[src/rtl/mips_pkg.sv]
// Shared definitions for the multicycle MIPS core: memory-stage states,
// access kinds and the opcode constants decoded by control_unit.
package mips_pkg;

  // States of the memory-access handshake
  typedef enum logic [1:0] {
    IDLE    = 2'd0,
    REQ     = 2'd1,
    WAIT_RD = 2'd2,
    DONE    = 2'd3
  } state_t;

  // What the latched access will do with its result
  typedef enum logic [1:0] {
    KIND_FETCH = 2'd0,
    KIND_LOAD  = 2'd1,
    KIND_STORE = 2'd2
  } access_kind_t;

  // Opcodes understood by the core
  localparam logic [5:0] R_TYPE = 6'h00;
  localparam logic [5:0] J      = 6'h02;
  localparam logic [5:0] BEQ    = 6'h04;
  localparam logic [5:0] BNE    = 6'h05;
  localparam logic [5:0] ADDI   = 6'h08;
  localparam logic [5:0] LW     = 6'h23;
  localparam logic [5:0] SW     = 6'h2B;

endpackage

[src/rtl/mem_port.sv]
// Memory-access stage: turns the control unit's level-held memory strobes
// into one request/grant/valid transaction per control state and captures
// read results in IR (fetch) or MDR (load).
module mem_port
  import mips_pkg::*;
#(
  parameter int ADDR_W = 32,
  parameter int DATA_W = 32
) (
  input  logic              clk,
  input  logic              reset,
  input  logic [ADDR_W-1:0] pc,
  input  logic [ADDR_W-1:0] alu_out,
  input  logic [DATA_W-1:0] write_data,
  input  logic              IorD,
  input  logic              IRWrite,
  input  logic              MemRead,
  input  logic              MemWrite,
  output logic              mem_req,
  output logic              mem_we,
  output logic [ADDR_W-1:0] mem_addr,
  output logic [DATA_W-1:0] mem_wdata,
  input  logic              mem_gnt,
  input  logic              mem_rvalid,
  input  logic [DATA_W-1:0] mem_rdata,
  output logic [DATA_W-1:0] instr,
  output logic [5:0]        opCode,
  output logic [DATA_W-1:0] mdr,
  output logic              mem_busy,
  output logic              mem_err
);

  state_t            state;
  access_kind_t      kind;
  logic              req_active;
  logic              req_invalid;
  logic              req_valid;
  logic [ADDR_W-1:0] addr;

  // A store may not be combined with a read, and only word addresses are legal
  assign req_active  = IRWrite | MemRead | MemWrite;
  assign addr        = IorD ? alu_out : pc;
  assign req_invalid = (addr[1:0] != 2'b00) | (MemWrite & (IRWrite | MemRead));
  assign req_valid   = req_active & ~req_invalid;

  assign opCode = instr[31:26];

  // Stall the control unit while an access is pending; never stall in reset
  always_comb begin
    mem_busy = 1'b0;
    if (reset) begin
      mem_busy = (state == IDLE && req_valid) || (state == REQ) || (state == WAIT_RD);
    end
  end

  // Handshake state machine with registered memory-side outputs and IR/MDR capture
  always_ff @(posedge clk or negedge reset) begin
    if (!reset) begin
      state     <= IDLE;
      kind      <= KIND_FETCH;
      mem_req   <= 1'b0;
      mem_we    <= 1'b0;
      mem_addr  <= '0;
      mem_wdata <= '0;
      mem_err   <= 1'b0;
      instr     <= '0;
      mdr       <= '0;
    end else begin
      mem_err <= 1'b0;
      case (state)
        IDLE: begin
          if (req_active) begin
            if (req_invalid) begin
              mem_err <= 1'b1;
              state   <= DONE;
            end else begin
              mem_addr  <= addr;
              mem_wdata <= write_data;
              mem_we    <= MemWrite;
              mem_req   <= 1'b1;
              if (IRWrite) begin
                kind <= KIND_FETCH;
              end else if (MemRead) begin
                kind <= KIND_LOAD;
              end else begin
                kind <= KIND_STORE;
              end
              state <= REQ;
            end
          end
        end
        REQ: begin
          if (mem_gnt) begin
            mem_req <= 1'b0;
            mem_we  <= 1'b0;
            if (kind == KIND_STORE) begin
              state <= DONE;
            end else if (mem_rvalid) begin
              if (kind == KIND_FETCH) begin
                instr <= mem_rdata;
              end else begin
                mdr <= mem_rdata;
              end
              state <= DONE;
            end else begin
              state <= WAIT_RD;
            end
          end
        end
        WAIT_RD: begin
          if (mem_rvalid) begin
            if (kind == KIND_FETCH) begin
              instr <= mem_rdata;
            end else begin
              mdr <= mem_rdata;
            end
            state <= DONE;
          end
        end
        DONE: begin
          if (!req_active) begin
            state <= IDLE;
          end
        end
        default: state <= IDLE;
      endcase
    end
  end

endmodule

[config.mk]
export PLATFORM = sky130hd
export DESIGN_NAME = mem_port
export DESIGN_NICKNAME = d
export VERILOG_FILES = /design/src/rtl/mips_pkg.sv /design/src/rtl/mem_port.sv
export SDC_FILE = /design/constraint.sdc
export NUM_CORES = 1
export LEC_CHECK = 0
export CORE_MARGIN = 4
export CORE_UTILIZATION = 41
export CTS_CLUSTER_SIZE = 28
export DETAILED_ROUTE_END_ITERATION = 6
export PLACE_DENSITY = 0.79
export SYNTH_ARGS = -nofsm -noshare
export SYNTH_HDL_FRONTEND = slang
export SYNTH_SLANG_ARGS = --single-unit
[constraint.sdc]
create_clock -name clk -period 2.78 [get_ports clk]
set_input_delay 0.417 -clock clk [delete_from_list [all_inputs] [get_ports clk]]
set_output_delay 0.417 -clock clk [all_outputs]
set_load 0.02 [all_outputs]
==> results by group <==
Pwr
  – Portion of total power attributed to sequential cells: between 30% and 40%
  – Switch share: approximately a third
  – Switching power total: approximately 0.0037 W
  – Leakage Power: 3.97 nW
  – VDD IR-drop max: about 0.47 mV
  – Clock share of power: approximately 22%
  – Internal: 0.00721 W
  – Pwr per Cell Area: around 1200 nW/µm²
  – Share of total power in combinational logic: 46.3%

CTS
  – Worst skew pair latency: about 0.40 ns
  – Root cell of the clock tree: clkbuf_16
  – Number of buffers added by the clock tree synthesis step: 17
  – TritonCTS clock tree: yes
  – Clock transition at the register clock pins on the worst setup and hold paths after CTS: about 0.050 ns
  – Buffers from clock root to sink, at most: 2
  – Clock Sink Count: roughly 140
  – H-tree levels: 4

STA
  – Min Clock Period, post-route: between 2 and 3 ns
  – Post-route clock period utilization: 94.2%
  – Number of pins with negative max-slew slack in the final report: 0
  – Worst-case headroom to the max-slew limit: between 40% and 50%
  – Max Clk Rate: about 0.38 GHz
  – Final-layout setup total negative slack: 0 ns
  – Final setup fails: 0
  – Post-route clock skew: 0.00722 ns
  – Number of hold violations in the final report: 0
  – Worst Tran Pin Value: between 0.8 and 0.9 ns
  – Setup repair after global routing missed its margin: no

Critical path
  – Crit-path max FO: 10
  – Nature of the critical path endpoint: primary output
  – Kind of start point of the critical path: flip-flop
  – Worst Path Class, Setup: reg2out
  – Worst setup path start: state[0]$_DFFE_PN0P_
  – Launch instance of the worst register-to-register path: state[0]$_DFFE_PN0P_
  – CP arrival: 2.20 ns
  – Critical-path cell with the highest stage delay: dfrtp_1
  – Worst EP required: around 2.4 ns
  – Slowest stage delay, CP: between 0.4 and 0.5 ns
  – Cells traversed along the worst timing path: inv_1 > ha_2 > nor4b_4 > o211ai_4 > a31oi_1 > dlygate4sd2_1

Global route
  – Number of global-route vias before repair: 4730
  – Antenna violations before repair: 0
  – Overall global routing resource usage: between 20 and 25%
  – Global-route wire length before repair: ~25000 µm
  – GR Overflow Total: 0
  – Largest net degree at the start of global routing: 96

Detailed routing
  – Number of detailed-routing iterations run before antenna repair: 4
  – Post-route antenna net violation count: 0
  – Total routed wirelength: about 15000 µm
  – Number of design rule violations left after detail routing: 0
  – Vias per Instance: 4.93
  – Number of vias after detailed routing: 4281
  – Routed wirelength normalized by instance count: between 15 and 20 µm
  – Number of DRC markers in iteration 0: roughly 150

Synth
  – Top FF cell, synth: dfrtp_1
  – Count of yosys warnings during synthesis: 0
  – Seq/Total Area, Yosys: 59.9%
  – Mean Syn Cell Area: between 10 and 15 µm²
  – Netlist area before placement: between 5000 and 6000 µm²
  – Number of instances in the synthesized netlist: roughly 400
  – Mapped Nets: 546
  – Fraction of registers with async set or reset after synthesis: 100%
  – Post-synthesis cell type count: 39
  – Count of flip-flops with a built-in enable after synthesis: 0
  – FF+latch count, synth: roughly 140

Die
  – Floorplan die area: 15700 µm²
  – Die width: around 130 µm
  – Placeable core area: 13300 µm²
  – Num ports: ~270
  – Count of standard-cell rows: 42
  – Floorplan die height: between 100 and 150 µm
  – Initial cell density of the core: 42.2%

Placed design
  – Final GP Congestion: just under 0.9
  – Half-perimeter wire length after detailed placement: around 12000 µm
  – Count of buffers inserted at the top-level ports: 273
  – Placed Cells: 838

Final layout
  – Final Core Density: 69.0%
  – Synthesis-to-finish area growth: 63.3%
  – Fraction of final layout cells with drive strength greater than 1: approximately 21%
  – Fillers: about 950
  – Most used cells in the layout excluding fill and tap cells: clkdlybuf4s50_1, dfrtp_1, mux2_2, o21ai_0, nand2_1
  – Leading cell type in the layout, fill and taps excluded: clkdlybuf4s50_1
  – Number of antenna diodes: 0
  – Layout net count: between 800 and 900
  – Final std cells w/o fill: 869

Run status
  – Outcome: complete, no violations

Hold path
  – Hold/Removal Path Class: in2async

Flow run
  – MaxCap Viol Count: 0
## per-layer routing
layer  vias up  routed length, µm  track usage (%)  part of all wire (%)
li1       1982                  -                -                     -
met2       211               7470             33.5                    49
met5         -                  0                0                     0
met4         0                301             7.40                   2.0
met1      2066               6060             23.2                    40
met3        22               1430             8.40                   9.4
## synth_stat cells (2+ instances only)
| master | count | area share (%) |
|---|---|---|
| and2_1 | 3 | 0.33 |
| nor2_1 | 3 | 0.20 |
| nand2b_1 | 4 | 0.44 |
| dfrtp_1 | 135 | 60 |
| nand2_1 | 32 | 2.1 |
| or3_1 | 2 | 0.22 |
| buf_4 | 9 | 1.2 |
| o21ai_0 | 39 | 3.5 |
| inv_1 | 6 | 0.40 |
| mux2i_1 | 31 | 5.5 |
| clkbuf_1 | 7 | 0.47 |
| a31oi_1 | 2 | 0.22 |
| buf_6 | 3 | 0.60 |
| buf_2 | 8 | 0.71 |
| mux2_4 | 7 | 1.9 |
| mux2_2 | 89 | 18 |
| ha_1 | 4 | 0.89 |
## sequential cells by signal (all words and copies together), names as in the netlist
| signal | cells |
|---|---|
| mem_addr | 32 |
| mem_wdata | 32 |
| kind | 2 |
| mem_req | 1 |
| state | 2 |
| mem_err | 1 |
| mem_we | 1 |
| instr | 32 |
| mdr | 32 |
## path summary, 6_finish.rpt
| kind | end | slack [ns] | depth (start not counted) |
|---|---|---|---|
| worst max-delay path | mem_busy | 0.16 | 6 |
| worst min-delay path | instr[23]$_DFFE_PN0P_ | 0.37 | 2 |
| worst max register to register | mem_wdata[24]$_DFFE_PN0P_ | 0.60 | 6 |
| worst min register to register | mem_addr[5]$_DFFE_PN0P_ | 0.48 | 2 |
| max in group asynchronous | mem_wdata[1]$_DFFE_PN0P_ | 1.34 | 3 |
| min in group clk | mem_addr[5]$_DFFE_PN0P_ | 0.48 | 2 |
## power groups by stage
stage,clock [W],combinational [W],sequential (W)
floorplan,0,0.00141,0.00451
global placement,0,0.00499,0.00337
detailed placement,0,0.00508,0.00344
CTS,0.00249,0.00510,0.00342
global route,0.00257,0.00533,0.00355
finish,0.00242,0.00503,0.00342
## cells by family (layout without fill, tap and decap cells)
kind of cell               Yosys count  after routing  share of synthesized area, %
buffers and inverters               33            320                          3.37
muxes                              127            127                          25.1
adders and majority gates            4              4                         0.888
and+or+nand+nor                     53             53                          5.02
AOI/OAI and AO/OA                   54             54                          5.64
DFF                                135            135                          59.9
## through the flow
stage	total power (W)	area (µm²)	setup WS (ns)	hold slack, ns
finish	0.0109	9210	0.161	0.371
global route	0.0115	9210	0.0373	0.364
CTS	0.0110	9210	0.128	0.352
detailed placement	0.00852	8550	0.106	0.215
global placement	0.00836	8550	0.151	0.215
floorplan	0.00592	5640	0.455	0.121
## critical path, delay by kind of cell, from the launching register on
family	cells	cell delay [ns]
buffers and inverters	2	0.49
DFF	1	0.41
and+or+nand+nor	1	0.32
AOI/OAI and AO/OA	2	0.30
adders and majority gates	1	0.28
## area by class of cell
class,instances,area [µm²],share of cell area (%)
inverter,6,22.5,0.245
timing repair buffer,284,2850,31.0
sequential,135,3380,36.7
multi-input combinational,238,2090,22.7
tap,176,220,2.39
clock inverter,9,173,1.88
clock buffer,21,470,5.11
## what timing repair did
item,CTS,global route
hold buffers,1,0
setup buffers,0,0
endpoints found under the setup margin,1,0
hold endpoints to repair,6,0
resized for setup,2,0
No activity file was read; power rests on OpenSTA's default activity.
==> variant: new RTL, same settings <==
`ADDR_W`: 32 -> 48.
--- a/src/rtl/mem_port.sv
+++ b/src/rtl/mem_port.sv
@@ -4,7 +4,7 @@
 module mem_port
   import mips_pkg::*;
 #(
-  parameter int ADDR_W = 32,
+  parameter int ADDR_W = 48,
   parameter int DATA_W = 32
 ) (
   input  logic              clk,
Ports: changed (resized alu_out, mem_addr and pc); port bits go from 274 to 322. The function was not compared with the original's and may differ.
==> variant against the unedited design <==
  * Sequential cell count rose by 16
  * Combinational power increased by 12%
  * Synthesized cell count rose by 17%
  * Register-to-register slack barely moved
  * Synthesized area grew 15%
  * Maximum frequency rose by 0.43%
  * Cell count rose by 17%
  * Global-route usage rose by 0.28 points
  * Cell area increased by 13%
  * Core utilization down 1.1 points
  * Wire length up 19%
  * Total power grew 7.6%
  * Setup slack better by 0.011 ns
  * Largest power group unchanged
==> variant: results (changes against the unedited design) <==
Placement
  • Placed Area: 0.00985 mm^2 (was 0.00855 mm^2)
  • Post-detail-place hpwl: 13800 um (was 11600 um)
  • Port bufs: 321 (was 273)
  • RePlAce Congestion: 0.801 (was 0.866)

Clock tree
  • Hold buffers post-CTS: 0 (was 1)
  • Clock Latency Late Sink: 0.42 ns (was 0.40 ns)

STA
  • Max Clock Freq: 383 MHz (was 382 MHz)
  • Max Clock Skew: 0.00801 ns (was 0.00722 ns)
  • Rel. slew slack: 46.5% (was 40.2%)

Logic synthesis
  • Seq/Total Area, Yosys: 58.2% (was 59.9%)
  • Syn nets: 647 (was 546)
  • Post-synth top cells: dfrtp_1, mux2_2, nand2_1, mux2i_1, o21ai_0 (was dfrtp_1, mux2_2, o21ai_0, nand2_1, mux2i_1)
  • Main area contributors after synthesis: dfrtp_1, mux2_2, mux2_4 (was dfrtp_1, mux2_2, mux2i_1)

GRT
  • Vias in the first global route: 5224 (was 4730)
  • Initial antenna violation count: 0 (unchanged)
  • Largest net degree at the start of global routing: 152 (was 96)
  • First-pass GRT wire length: 28500 um (was 24900 um)
  • GRT Overall Usage: 20.3% (was 20.1%)

Power
  • Peak VDD IR: 0.469 mV (was 0.471 mV)
  • Psw: 4.12 mW (was 3.66 mW)
  • P_leak: 4.58 nW (was 3.97 nW)

Final layout
  • Share of cells above drive strength 1: 17.7% (was 20.8%)
  • Final net count: 962 (was 822)
  • Max reg flops: 48
  • Fill cell count: 1143 (was 954)

Setup path
  • Worst setup path startpoint: state[1] (was state[0])
  • Crit-path leading delay family: compound AO/OA/AOI/OAI gates (was buffers and inverters)
  • R2R Path End: mem_wdata[29] (was mem_wdata[24])

Drt
  • Total wire length: 18200 um (was 15300 um)
  • Initial DRC count: 323 (was 145)
  • Via count: 4903 (was 4281)

Outcome
  • Status: finished clean (unchanged)
-- variant: cell types whose count changed after synthesis, moves of 2 or more --
cell and delta:
buf_2 +5, buf_4 -3, buf_6 +5, clkbuf_1 -4, clkbuf_2 +2, dfrtp_1 +16, mux2_2 -25, mux2_4 +25
mux2i_1 +16, nand2_1 +16, o21ai_0 +5, o21ai_1 +11
-- variant: cells by family (layout without fill, tap and decap cells) --
logic type	Yosys count	in the layout	share of synthesized area [%]
compound gates	70	70	6.13
fa+ha+maj	4	4	0.771
buf+inv	38	365	3.76
flops	151	151	58.2
mux	143	143	25.7
simple gates	69	69	5.41
-- variant: routing by layer --
layer / routed length [um] / GRT usage [%] / up-vias
met5: 0 / 0 / -
met4: 400 / 6.86 / 0
met3: 1500 / 6.38 / 32
met2: 9380 / 35.9 / 225
met1: 6910 / 23.4 / 2346
li1: - / - / 2300
-- variant: per-stage QoR --
| stage | hold slack, ns | cells | util [%] |
|---|---|---|---|
| after floorplan | 0.121 | 475 | - |
| after global placement | 0.461 | 981 | 64.1 |
| after detailed placement | 0.471 | 981 | 64.1 |
| after CTS | 0.206 | 1012 | 67.8 |
| after global routing | 0.246 | 1013 | 67.9 |
| final | 0.146 | 1013 | 67.9 |
-- variant: worst min-delay path by stage --
stage / startpoint / to / slack, ns / cells past startpoint
floorplan: reset / instr[0] / 0.12 / 0
global placement: mem_addr[12] / mem_addr[12] / 0.46 / 2
detailed placement: mem_addr[25] / mem_addr[25] / 0.47 / 2
CTS: reset / mem_addr[2] / 0.21 / 2
global route: reset / mem_we / 0.25 / 2
finish: reset / mem_addr[1] / 0.15 / 2
-- variant: layout make-up --
cell class / count / share of cell area [%]
multi-input cells: 286 / 23.8
clock inverters: 11 / 1.21
repair buffers: 328 / 31.7
clock buffers: 20 / 4.28
inverters: 6 / 0.216
flip-flops and latches: 151 / 36.2
well taps: 211 / 2.53
-- variant: what timing repair did --
| action | in CTS | in global routing |
|---|---|---|
| buffers inserted | 0 | 1 |
| resized for setup | 0 | 1 |
| setup endpoints to repair | 0 | 1 |
-- variant: power groups by stage --
| stage | Clock, mW | Combinational, mW | Sequential (mW) |
|---|---|---|---|
| detailed placement | 0 | 5.70 | 3.85 |
| finish | 2.23 | 5.65 | 3.82 |
| global placement | 0 | 5.59 | 3.79 |
| floorplan | 0 | 1.63 | 5.03 |
| CTS | 2.28 | 5.72 | 3.83 |
| global route | 2.39 | 5.97 | 3.95 |
